## src/rtl/round_referee.sv

```systemverilog
// Round referee: after a grace period, probes the ball's centre and four edge points
// against the safe-zone map once per frame and decides win/lose for the round.
module round_referee #(
  parameter int SCREEN_WIDTH  = 400,
  parameter int SCREEN_HEIGHT = 600,
  parameter int BALL_RADIUS   = 10,
  parameter int GRACE_FRAMES  = 30,
  localparam int XW = $clog2(SCREEN_WIDTH),
  localparam int YW = $clog2(SCREEN_HEIGHT),
  localparam int GW = $clog2(GRACE_FRAMES + 1)
) (
  input  logic          clk,
  input  logic          arst_n,
  input  logic          i_frame_tick,
  input  logic          i_game_running,
  input  logic          i_regenerate_level,
  input  logic          i_level_rdy,
  input  logic [XW-1:0] i_ball_x,
  input  logic [YW-1:0] i_ball_y,
  output logic          o_query_valid,
  output logic [XW-1:0] o_query_x,
  output logic [YW-1:0] o_query_y,
  input  logic          i_query_safe,
  output logic          o_round_ended,
  output logic          o_is_win,
  output logic          o_busy,
  output logic [2:0]    o_state
);

  // Query handshake: o_query_valid/o_query_x/o_query_y form a request with no
  // back-pressure; i_query_safe answers it exactly one cycle later.
  typedef enum logic [2:0] {
    WAIT_RDY = 3'd0,
    GRACE    = 3'd1,
    ARMED    = 3'd2,
    PROBE    = 3'd3,
    ENDED    = 3'd4
  } state_t;

  localparam logic [XW:0] R_X   = (XW+1)'(BALL_RADIUS);
  localparam logic [YW:0] R_Y   = (YW+1)'(BALL_RADIUS);
  localparam logic [XW:0] X_MAX = (XW+1)'(SCREEN_WIDTH - 1);
  localparam logic [YW:0] Y_MAX = (YW+1)'(SCREEN_HEIGHT - 1);

  state_t        state;
  logic [GW-1:0] grace_cnt;
  logic [2:0]    step;
  logic [XW-1:0] lat_x;
  logic [YW-1:0] lat_y;
  logic          unsafe;

  logic [XW:0]   x_plus_w;
  logic [YW:0]   y_plus_w;
  logic [XW-1:0] x_lo, x_hi, probe_x;
  logic [YW-1:0] y_lo, y_hi, probe_y;
  logic          unsafe_now;
  logic          win_zone;

  // Edge probes clamp to the screen rather than wrapping.
  assign x_plus_w = {1'b0, lat_x} + R_X;
  assign y_plus_w = {1'b0, lat_y} + R_Y;
  assign x_lo     = ({1'b0, lat_x} < R_X) ? '0 : XW'({1'b0, lat_x} - R_X);
  assign y_lo     = ({1'b0, lat_y} < R_Y) ? '0 : YW'({1'b0, lat_y} - R_Y);
  assign x_hi     = (x_plus_w > X_MAX) ? XW'(X_MAX) : XW'(x_plus_w);
  assign y_hi     = (y_plus_w > Y_MAX) ? YW'(Y_MAX) : YW'(y_plus_w);
  assign win_zone = (y_plus_w >= Y_MAX);

  // Responses arrive from step 2 onward; the step-6 response is folded in here.
  assign unsafe_now = unsafe | ((step >= 3'd2) && !i_query_safe);

  always_comb begin
    probe_x = lat_x;
    probe_y = lat_y;
    case (step)
      3'd1:    probe_x = x_lo;
      3'd2:    probe_x = x_hi;
      3'd3:    probe_y = y_lo;
      3'd4:    probe_y = y_hi;
      default: ;
    endcase
  end

  assign o_state = state;

  always_ff @(posedge clk or negedge arst_n) begin
    if (!arst_n) begin
      state         <= WAIT_RDY;
      grace_cnt     <= '0;
      step          <= '0;
      lat_x         <= '0;
      lat_y         <= '0;
      unsafe        <= 1'b0;
      o_query_valid <= 1'b0;
      o_query_x     <= '0;
      o_query_y     <= '0;
      o_round_ended <= 1'b0;
      o_is_win      <= 1'b0;
      o_busy        <= 1'b0;
    end else begin
      o_round_ended <= 1'b0;
      o_busy        <= 1'b0;
      if (i_regenerate_level) begin
        state         <= WAIT_RDY;
        o_is_win      <= 1'b0;
        o_query_valid <= 1'b0;
        unsafe        <= 1'b0;
      end else begin
        case (state)
          WAIT_RDY: begin
            if (i_level_rdy) begin
              state     <= GRACE;
              grace_cnt <= GW'(GRACE_FRAMES);
            end
          end
          GRACE: begin
            if (!i_level_rdy) begin
              state <= WAIT_RDY;
            end else if (i_frame_tick && i_game_running) begin
              if (grace_cnt <= GW'(1)) begin
                grace_cnt <= '0;
                state     <= ARMED;
              end else begin
                grace_cnt <= grace_cnt - GW'(1);
              end
            end
          end
          ARMED: begin
            if (!i_level_rdy) begin
              state <= WAIT_RDY;
            end else if (i_frame_tick && i_game_running) begin
              lat_x         <= i_ball_x;
              lat_y         <= i_ball_y;
              unsafe        <= 1'b0;
              step          <= 3'd1;
              o_query_valid <= 1'b1;
              o_query_x     <= i_ball_x;
              o_query_y     <= i_ball_y;
              o_busy        <= 1'b1;
              state         <= PROBE;
            end
          end
          PROBE: begin
            if (!i_level_rdy || !i_game_running) begin
              state         <= i_level_rdy ? ARMED : WAIT_RDY;
              o_query_valid <= 1'b0;
              unsafe        <= 1'b0;
            end else begin
              step   <= step + 3'd1;
              unsafe <= unsafe_now;
              if (step <= 3'd4) begin
                o_query_x <= probe_x;
                o_query_y <= probe_y;
              end else begin
                o_query_valid <= 1'b0;
              end
              if (step == 3'd6) begin
                if (unsafe_now || win_zone) begin
                  o_round_ended <= 1'b1;
                  o_is_win      <= !unsafe_now;
                  state         <= ENDED;
                end else begin
                  state <= ARMED;
                end
              end else begin
                o_busy <= 1'b1;
              end
            end
          end
          ENDED:   ;
          default: state <= WAIT_RDY;
        endcase
      end
    end
  end

endmodule

```

## config.mk

```make
export PLATFORM = sky130hd
export DESIGN_NAME = round_referee
export DESIGN_NICKNAME = d
export VERILOG_FILES = /design/src/rtl/round_referee.sv
export SDC_FILE = /design/constraint.sdc
export NUM_CORES = 1
export LEC_CHECK = 0
export CAP_MARGIN = 40
export CORE_UTILIZATION = 55
export CTS_BUF_LIST = sky130_fd_sc_hd__clkbuf_16
export CTS_CLUSTER_DIAMETER = 100
export DETAILED_ROUTE_END_ITERATION = 8
export PLACE_DENSITY = 0.82
export SKIP_LAST_GASP = 1
export SYNTH_ARGS = -nofsm -noshare
export SYNTH_HDL_FRONTEND = slang
export SYNTH_SLANG_ARGS = --single-unit
```

## constraint.sdc

```tcl
create_clock -name clk -period 3.3 [get_ports clk]
set_clock_uncertainty 0.15 [all_clocks]
set_input_delay 0.66 -clock clk [delete_from_list [all_inputs] [get_ports clk]]
set_output_delay 0.66 -clock clk [all_outputs]
set_load 0.02 [all_outputs]
```

==> flow_summary.toml <==
[logic_synthesis]
yosys-top-cells-count = "dfrtp_1 (54), o21ai_0 (45), nand2_1 (38)"
async_flop_share_pct = 100
synth_edf_count = 0
synthesis.nets = 492
synth.ff_latch_count = 54
syn-cell-area_sq_um = 3890
synthFlopType = "dfrtp_1"
synth_cells = 455
yosysMostFrequentCell = "dfrtp_1"
synth.area.top_cells = "dfrtp_1 (35%), o21ai_0 (5.8%), mux2_2 (4.3%), nand2_1 (3.7%), ha_1 (3.5%)"
yosysUniqueCellTypes = 68
yosysTopAreaCell = "dfrtp_1"
ys_warn_count = 0
avgSynthCellArea_sq_um = 8.56
seq_area_frac_synth_pct = 34.7
synth.top_cell.area_share_pct = 34.7

[grt]
grt_pass1_vias = 3645
grt_pass1_wl_microns = 17500
antenna_found_initial = 0
grt_max_degree = 31
grt_use_total_pct = 29.8
overflow = 0

[sta]
min_period_ns = 2.90
setup_violations = 0
setup_tns_ns = 0
rsz0062_at_grt = "no"
tightest_slew_ns = 0.580
hold_violations = 0
post-route-worst-setup-slack_ns = 0.404
max_slew_margin_pct = 60.9
fmax_mhz = 345
fin_crit_sh_pct = 87.8
drv_slew = 0

[floorplanning]
start_util_pct = 57.0
core-area_sq_um = 6830
die_h_microns = 86.1
dieArea_sq_um = 7420
placementRows = 30
die_x_microns = 86.1
pin_count = 52

[final_layout]
drive_above_1_share_pct = 9.78
nets = 537
syn2layout_area_growth_pct = 18.9
diodes = 0

[clocking]
clock_path_buffers = 2
htree_levels = 2
cts_resized = 0
clk_latency_ns = 0.30
cts_root_buf = "clkbuf_16"
cts_made_buffers = 5
clk_pin_slew_ns = 0.08
cts_hold_buf = 0
cts_sinks = 54
cts_setup_buffers = 0
cts_tree = "yes"

[routing]
routed_wl_microns = 10600
wl_per_cell_microns = 17.8
vias_per_cell = 6.51
drc_errors = 0
drt_iter0_markers = 339
final_antenna_net_count = 0
vias = 3885
firstDrtPassIters = 5

[worst_setup_path]
critical_path_class = "flop to flop"
critPathSlowestCell = "dfrtp_1"
crit_path_end_kind = "flop"
startpoint_type = "flop"
slowest_delay_ns = 0.61
cp.arrival_ns = 2.90
path_cells = "ha_1 -> o2111ai_1 -> xor2_1 -> a31o_1 -> a41o_1 -> o21ai_0 -> o211ai_1"
path_buf_inv = 0
reg2reg_slack_ns = 0.40
required_ns = 3.31
path_delay_family = "compound AO/OA/AOI/OAI gates"
cp_max_fo = 11

[place]
dp_slack_ns = 0.239
gp_congestion = 0.981
portBuffers = 51
hpwl_microns = 7810

[status]
status = "complete, no violations"

[worst_hold_path]
hold_class = "primary input to async pin"

[power]
power.density_nw_per_um2 = 526
power.leakage_nw = 1.76
ir_drop_uv = 287

[job]
drv_cap = 0
[sequential cells by signal, summed over array words and instances, names as in the netlist]
| name | cells |
|---|---|
| o_round_ended | 1 |
| o_query_y | 10 |
| lat_y | 10 |
| lat_x | 9 |
| o_is_win | 1 |
| step | 3 |
| o_busy | 1 |
| grace_cnt | 5 |
| o_query_x | 9 |
| o_query_valid | 1 |
| o_state | 3 |
| unsafe | 1 |
[cells in the final DEF (no fill, tap or decap), types with 4 or more instances in the layout]
cell             Yosys  routed
nor2b_1              5       5
xnor2_1              7       7
o31ai_1              6       6
nand4b_1             5       5
nor4_1               5       5
o22ai_1              5       5
or3_1               12      12
clkdlybuf4s50_1      0      50
o41ai_1              4       4
clkbuf_16            0       5
nor2_1              33      33
mux2_2              15      15
xor2_1               7       7
dfrtp_1             54      54
a21oi_1             25      25
nand4_1              4       4
nand2b_1             8       8
nand2_1             38      38
a31oi_1              8       8
o211ai_1             9       9
o21bai_1             6       6
nand3_1             15      15
o21ai_0             45      45
a211oi_1            11      11
buf_4                3      13
ha_1                11      11
nor3_1              18      18
inv_1               16      16
[path summary, 6_finish.rpt]
| path | to | cells after the start | start |
|---|---|---|---|
| min | lat_x[2] | 2 | arst_n |
| min reg2reg | o_query_x[7] | 2 | o_query_x[7] |
| max in group asynchronous | o_query_x[6] | 2 | arst_n |
| max reg2reg | o_query_y[9] | 7 | lat_y[1] |
| min in group clk | o_query_x[7] | 2 | o_query_x[7] |
| max | o_query_y[9] | 7 | lat_y[1] |
[logic make-up after synthesis]
group,Yosys count,share of synthesized area [%]
simple gates,162,21.5
compound gates,156,27.1
flops,54,34.7
buf+inv,42,5.40
mux,16,4.60
xor+xnor,14,3.15
fa+ha+maj,11,3.53
[where the power goes]
part	leakage, nW	switching, W	internal (W)	total [W]
combinational	1.01	0.000510	0.000407	0.000917
clock	0.0763	0.000268	0.000292	0.000560
sequential	0.679	0.000179	0.000780	0.000959
total	1.76	0.000957	0.00148	0.00244
[metrics by stage]
| step | instances | util [%] | area, sq um | hold slack [ns] | total power [W] |
|---|---|---|---|---|---|
| global route | 597 | 67.8 | 4630 | 0.226 | 0.00257 |
| finish | 597 | 67.8 | 4630 | 0.197 | 0.00244 |
| global placement | 589 | 65.5 | 4480 | 0.311 | 0.00184 |
| CTS | 597 | 67.8 | 4630 | 0.207 | 0.00243 |
| floorplan | 455 | - | 3890 | 0.214 | 0.00152 |
| detailed placement | 589 | 65.5 | 4480 | 0.320 | 0.00187 |
[area by class of cell]
type | instances | area [sq um]
clock buffer | 5 | 125
clock inverter | 3 | 28.8
fill | 588 | 2200
inverter | 16 | 60.1
multi-input combinational | 359 | 2340
sequential | 54 | 1350
tap | 96 | 120
timing repair buffer | 64 | 603
[metal layers]
layer | vias up | share of wire [%] | global-route usage, %
met3 | 35 | 7.4 | 3.27
li1 | 1788 | - | -
met2 | 215 | 48 | 49.9
met5 | - | 0 | 0
met1 | 1847 | 41 | 39.4
met4 | 0 | 3.3 | 12.1
Power figures use the tool's default switching activity.
